### src/rtl/boot_loader.sv
// ============================================================================
// Module   : boot_loader
// Purpose  : Receives a program image byte stream, writes it word-by-word into
//            the unified RAM, then releases the core from reset.
// Revision : 1.0 - initial release
// ============================================================================
`default_nettype none

module boot_loader #(
  parameter int WIDTH = 12
) (
  input  logic             clk,
  input  logic             rst_n,
  input  logic [7:0]       i_rx_data,
  input  logic             i_rx_valid,
  output logic             o_rx_ready,
  input  logic [WIDTH-1:0] i_core_addr,
  input  logic [31:0]      i_core_data,
  input  logic             i_core_we,
  output logic [WIDTH-1:0] o_mem_addr,
  output logic [31:0]      o_mem_data,
  output logic             o_mem_we,
  output logic             o_core_rst_n,
  output logic             o_busy,
  output logic             o_error
);

  typedef enum logic [2:0] {
    S_CLO  = 3'd0,
    S_CHI  = 3'd1,
    S_DATA = 3'd2,
    S_CSUM = 3'd3,
    S_RUN  = 3'd4,
    S_ERR  = 3'd5
  } state_t;

  localparam int unsigned c_words     = 2 ** (WIDTH - 2);
  localparam logic [16:0] c_max_words = 17'(c_words);

  state_t             r_state;
  state_t             w_next;
  logic [7:0]         r_cnt_lo;
  logic [15:0]        r_words_left;
  logic [1:0]         r_byte_cnt;
  logic [23:0]        r_word;
  logic [7:0]         r_csum;
  logic [WIDTH-3:0]   r_word_idx;
  logic               r_we;
  logic [WIDTH-1:0]   r_addr;
  logic [31:0]        r_data;
  logic               r_core_rst_n;

  logic               w_rx_ready;
  logic               w_busy;
  logic               w_error;
  logic               w_fire;
  logic [15:0]        w_count;
  logic               w_oversize;
  logic               w_last_byte;
  logic [7:0]         w_csum_next;
  logic               w_run;

  assign w_fire      = i_rx_valid & w_rx_ready;
  assign w_count     = {i_rx_data, r_cnt_lo};
  assign w_oversize  = ({1'b0, w_count} > c_max_words);
  assign w_last_byte = (r_byte_cnt == 2'd3);
  assign w_csum_next = r_csum ^ i_rx_data;
  assign w_run       = (r_state == S_RUN);

  always_ff @(posedge clk or negedge rst_n) begin
    if (!rst_n) begin
      r_state <= S_CLO;
    end else begin
      r_state <= w_next;
    end
  end

  always_comb begin
    w_next     = r_state;
    w_rx_ready = 1'b0;
    w_busy     = 1'b1;
    w_error    = 1'b0;
    case (r_state)
      S_CLO: begin
        w_rx_ready = 1'b1;
        if (w_fire) w_next = S_CHI;
      end
      S_CHI: begin
        w_rx_ready = 1'b1;
        if (w_fire) begin
          if (w_oversize)            w_next = S_ERR;
          else if (w_count == 16'd0) w_next = S_CSUM;
          else                       w_next = S_DATA;
        end
      end
      S_DATA: begin
        w_rx_ready = 1'b1;
        if (w_fire && w_last_byte && (r_words_left == 16'd1)) w_next = S_CSUM;
      end
      S_CSUM: begin
        w_rx_ready = 1'b1;
        if (w_fire) w_next = (w_csum_next == 8'h00) ? S_RUN : S_ERR;
      end
      S_RUN: begin
        w_busy = 1'b0;
      end
      S_ERR: begin
        w_busy  = 1'b0;
        w_error = 1'b1;
      end
      default: begin
        w_next = S_CLO;
      end
    endcase
  end

  // Datapath: count capture, word assembly, checksum and the registered write pulse
  always_ff @(posedge clk or negedge rst_n) begin
    if (!rst_n) begin
      r_cnt_lo     <= 8'h00;
      r_words_left <= 16'h0000;
      r_byte_cnt   <= 2'd0;
      r_word       <= 24'h000000;
      r_csum       <= 8'h00;
      r_word_idx   <= '0;
      r_we         <= 1'b0;
      r_addr       <= '0;
      r_data       <= 32'h0000_0000;
    end else begin
      r_we <= 1'b0;
      if (w_fire) begin
        r_csum <= w_csum_next;
        case (r_state)
          S_CLO: begin
            r_cnt_lo <= i_rx_data;
          end
          S_CHI: begin
            if (!w_oversize) r_words_left <= w_count;
          end
          S_DATA: begin
            r_byte_cnt <= r_byte_cnt + 2'd1;
            case (r_byte_cnt)
              2'd0: r_word[7:0]   <= i_rx_data;
              2'd1: r_word[15:8]  <= i_rx_data;
              2'd2: r_word[23:16] <= i_rx_data;
              default: begin
                r_we         <= 1'b1;
                r_addr       <= {r_word_idx, 2'b00};
                r_data       <= {i_rx_data, r_word};
                r_word_idx   <= r_word_idx + 1'b1;
                r_words_left <= r_words_left - 16'd1;
              end
            endcase
          end
          default: begin
          end
        endcase
      end
    end
  end

  // Core reset releases one edge after RUN is entered
  always_ff @(posedge clk or negedge rst_n) begin
    if (!rst_n) begin
      r_core_rst_n <= 1'b0;
    end else begin
      r_core_rst_n <= w_run;
    end
  end

  assign o_mem_addr   = w_run ? i_core_addr : r_addr;
  assign o_mem_data   = w_run ? i_core_data : r_data;
  assign o_mem_we     = w_run ? i_core_we   : r_we;
  assign o_rx_ready   = w_rx_ready;
  assign o_core_rst_n = r_core_rst_n;
  assign o_busy       = w_busy;
  assign o_error      = w_error;

endmodule

`default_nettype wire

### config.mk
export PLATFORM = sky130hd
export DESIGN_NAME = boot_loader
export DESIGN_NICKNAME = d
export VERILOG_FILES = /design/src/rtl/boot_loader.sv
export SDC_FILE = /design/constraint.sdc
export NUM_CORES = 1
export LEC_CHECK = 0
export CORE_MARGIN = 3
export CORE_UTILIZATION = 48
export DETAILED_ROUTE_END_ITERATION = 16
export HOLD_SLACK_MARGIN = 0.08
export PLACE_DENSITY = 0.77
export REMOVE_ABC_BUFFERS = 1
export SLEW_MARGIN = 20
export SYNTH_ARGS = -nofsm -noshare
export SYNTH_HDL_FRONTEND = slang
export SYNTH_SLANG_ARGS = --single-unit
### constraint.sdc
create_clock -name clk -period 1.9 [get_ports clk]
set_input_delay 0.38 -clock clk [delete_from_list [all_inputs] [get_ports clk]]
set_output_delay 0.38 -clock clk [all_outputs]
set_load 0.02 [all_outputs]
==> out/results.tsv <==
stage	metric	value	unit
status	outcome	finished, violations left	
status	violations	negative setup slack	
sta	period_share	121.3	%
route	drt_iter0_markers	258	
synth	avgSynthCellArea	10.25	um2
setup_path	max_stage_delay	0.38	ns
cts	cts_root_buf	clkbuf_16	
grt	grt_max_degree	38	
cts	clk_pin_slew_worst_paths	0.06	ns
floorplanning	initial_core_util	49.40	%
route	wl_per_cell	19.12	um
setup_path	cp_top_family	buffers and inverters	
route	drt-total-wl	17150	um
cts	clockBufferDepth	2	
finish	final_cell_mix	147 x nand2_1, 115 x dfrtp_1, 58 x mux2_2, 57 x buf_4, 55 x clkdlybuf4s50_1	
floorplanning	row_count	39	
finish	final_common_cell	nand2_1	
floorplanning	die_y	114.9	um
flow_run	max_cap_viol_count	0	
sta	fmax	434.0	MHz
cts	htree_levels	4	
setup_path	crit_arrival	1.92	ns
synth	synth-edff-count	0	
sta	max_slew.worst_pin.slew	0.4323	ns
synth	ys_async_sr_fraction	100.0	%
synth	yosys_warnings	0	
placement	dp_slack	-0.4122	ns
placement	gp_congestion	0.8991	
setup_path	cp_cell_sequence	nand2b_4 > nor2_4 > buf_4 > buf_12 > mux2_2 > buf_2	
route	via_count	5024	
sta	slew_headroom	70.91	%
synth	netlist_instances	555	
route	viasPerCell	5.601	
synth	synth.top_cell.area_share	50.58	%
finish	fin_nets	805	
synth	synth.top_cells.by_area	dfrtp_1 51%, mux2_2 15%, nand2_1 10%, xnor2_1 2.6%, ha_1 1.8%	
sta	hold_violations	0	
grt	grt_pass1_wl	24240	um
synth	synth_seq_cells	115	
hold_path	hp-class	in -> async	
finish	syn2layout_area_growth	50.16	%
setup_path	critPathBufInv	3	
grt	grt_antenna_before_repair	0	
synth	yosysUniqueCellTypes	55	
pwr	ir_worst_vdd	0.5860	mV
sta	slew_viol_final	0	
synth	yosysTopAreaCell	dfrtp_1	
pwr	leakage	4.225	nW
grt	grt_use_total	23.52	%
setup_path	cp-start-kind	flip-flop	
grt	grt_pass1_vias	4847	
floorplanning	ios	105	
cts	cts_tree	done	
route	drc_errors	0	
sta	rsz0062_at_grt	yes	
cts	clkLatencyLatePin	0.41	ns
setup_path	crit_path_end_kind	output port	
setup_path	worstPathMaxFanout	12	
setup_path	crit_required	1.52	ns
cts	numCtsBuffers	17	
floorplanning	core	11520	um2
setup_path	critPathKind	reg -> out	
floorplanning	dieWidth	114.9	um
setup_path	critical-path-slowest-cell	dfrtp_1	
grt	globalRouteOverflowTotal	0	
sta	min_period	2.304	ns
floorplanning	dieArea	13200	um2
cts	cts_sinks	115	
synth	synth-main-ff-cell	dfrtp_1	
sta	setup_ws	-0.4043	ns
placement	hpwl	10150	um
route	first_pass_iters	5	
placement	place_inst	838	
synth	syn_area	5689	um2
finish	final_cells	897	
sta	setup_viol	109	
route	drtAntennaViolNets	0	
placement	port_buffers	104	
pwr	power_density	718.3	nW/um2
finish	antenna_cells	0	
sta	fin_skew	0.008064	ns
synth	seq_area_frac_synth	50.58	%
finish	drive_gt1_share	38.06	%
cell type report:
cell class | count | area (um2)
Timing Repair Buffer | 195 | 1988
Inverter | 13 | 55.05
Multi-Input combinational cell | 399 | 2856
Sequential cell | 115 | 2878
Tap cell | 143 | 178.9
Clock inverter | 13 | 133.9
Clock buffer | 19 | 452.9
Fill cell | 755 | 2973
worst paths after layout:
kind	startpoint	endpoint	slack, ns	cells past startpoint
worst max-delay path	r_state[1]$_DFFE_PN0P_	o_mem_data[26]	-0.40	6
worst min-delay path	rst_n	r_word_idx[4]$_DFFE_PN0P_	0.42	2
worst min register to register	r_word[13]$_DFFE_PN0P_	r_data[13]$_DFFE_PN0P_	0.47	2
worst max register to register	r_state[2]$_DFFE_PN0P_	r_word[1]$_DFFE_PN0P_	-0.12	9
min in group clk	r_word[13]$_DFFE_PN0P_	r_data[13]$_DFFE_PN0P_	0.47	2
max in group asynchronous	rst_n	r_data[28]$_DFFE_PN0P_	0.88	3
synthesized netlist by cell type (2+ instances only):
| cell | number |
|---|---|
| buf_1 | 2 |
| o31ai_1 | 4 |
| o221a_1 | 4 |
| buf_6 | 2 |
| nand4_1 | 5 |
| or3_1 | 2 |
| and2_1 | 3 |
| nor2_1 | 25 |
| nand2b_1 | 2 |
| nand2_1 | 153 |
| xnor2_1 | 17 |
| buf_2 | 11 |
| clkbuf_1 | 12 |
| and3_1 | 6 |
| mux2_2 | 75 |
| a21oi_1 | 7 |
| nor3_1 | 10 |
| inv_1 | 12 |
| ha_1 | 8 |
| a31oi_1 | 9 |
| nor4_1 | 4 |
| o21ai_0 | 14 |
| dfrtp_1 | 115 |
| nand3_1 | 11 |
| xor2_1 | 10 |
| o21ai_1 | 2 |
| o2bb2ai_1 | 2 |
per-stage QoR:
| stage | util (%) | power [mW] | setup TNS [ns] | hold WS [ns] | area, um2 |
|---|---|---|---|---|---|
| floorplan | - | 2.682 | -119.42 | 0.08441 | 5552 |
| global placement | 63.45 | 3.013 | -38.16 | 0.2930 | 7307 |
| detailed placement | 63.45 | 3.025 | -41.59 | 0.3017 | 7307 |
| CTS | 68.00 | 6.104 | -17.66 | 0.4078 | 7831 |
| global route | 74.19 | 6.314 | -26.50 | 0.4414 | 8543 |
| finish | 74.19 | 6.137 | -19.60 | 0.4209 | 8543 |
kinds of logic (layout without fill, tap and decap cells):
family	Yosys count	count (layout)	share of synthesized area [%]
XOR/XNOR	27	27	4.156
buffers and inverters	41	240	3.277
multiplexers	76	76	15.02
AND/OR/NAND/NOR	236	236	18.78
adder cells (fa/ha/maj)	8	8	1.759
AO/OA/AOI/OAI	52	52	6.422
flip-flops	115	115	50.58
worst register-to-register path, cell delays in order, from the launching register on:
cell and delay, ns:
dfrtp_1 0.42, buf_4 0.15, buf_6 0.12, nor4bb_4 0.28
buf_4 0.18, buf_4 0.11, buf_6 0.13, nand2_2 0.08
buf_12 0.15, mux2_2 0.28
registers in the layout (all words and copies together), names as in the netlist:
register / flops
r_csum: 8
r_cnt_lo: 8
r_data: 32
r_word: 24
o_core_rst_n: 1
r_addr: 10
r_we: 1
r_words_left: 16
r_word_idx: 10
r_state: 3
r_byte_cnt: 2
where the power goes:
| part | internal (mW) | switching (mW) | leakage, nW |
|---|---|---|---|
| logic | 0.271 | 0.230 | 2.40 |
| clock network | 1.99 | 1.16 | 0.285 |
| registers | 2.47 | 0.0181 | 1.54 |
routing by layer:
layer	track usage (%)	wire, um	part of all wire, %
met3	4.895	884	5.2
met5	0	0	0
met4	7.512	340	2.0
met1	30.23	7120	42
met2	39.97	8807	51
what timing repair did:
item	CTS	global route
resized for setup	204	135
pin swaps	1	19
cloned	3	7
endpoints found under the hold margin	20	0
endpoints found under the setup margin	53	133
hold buffers	1	0
buffers inserted	3	17
Note: power is estimated with default switching activity, not from simulation.
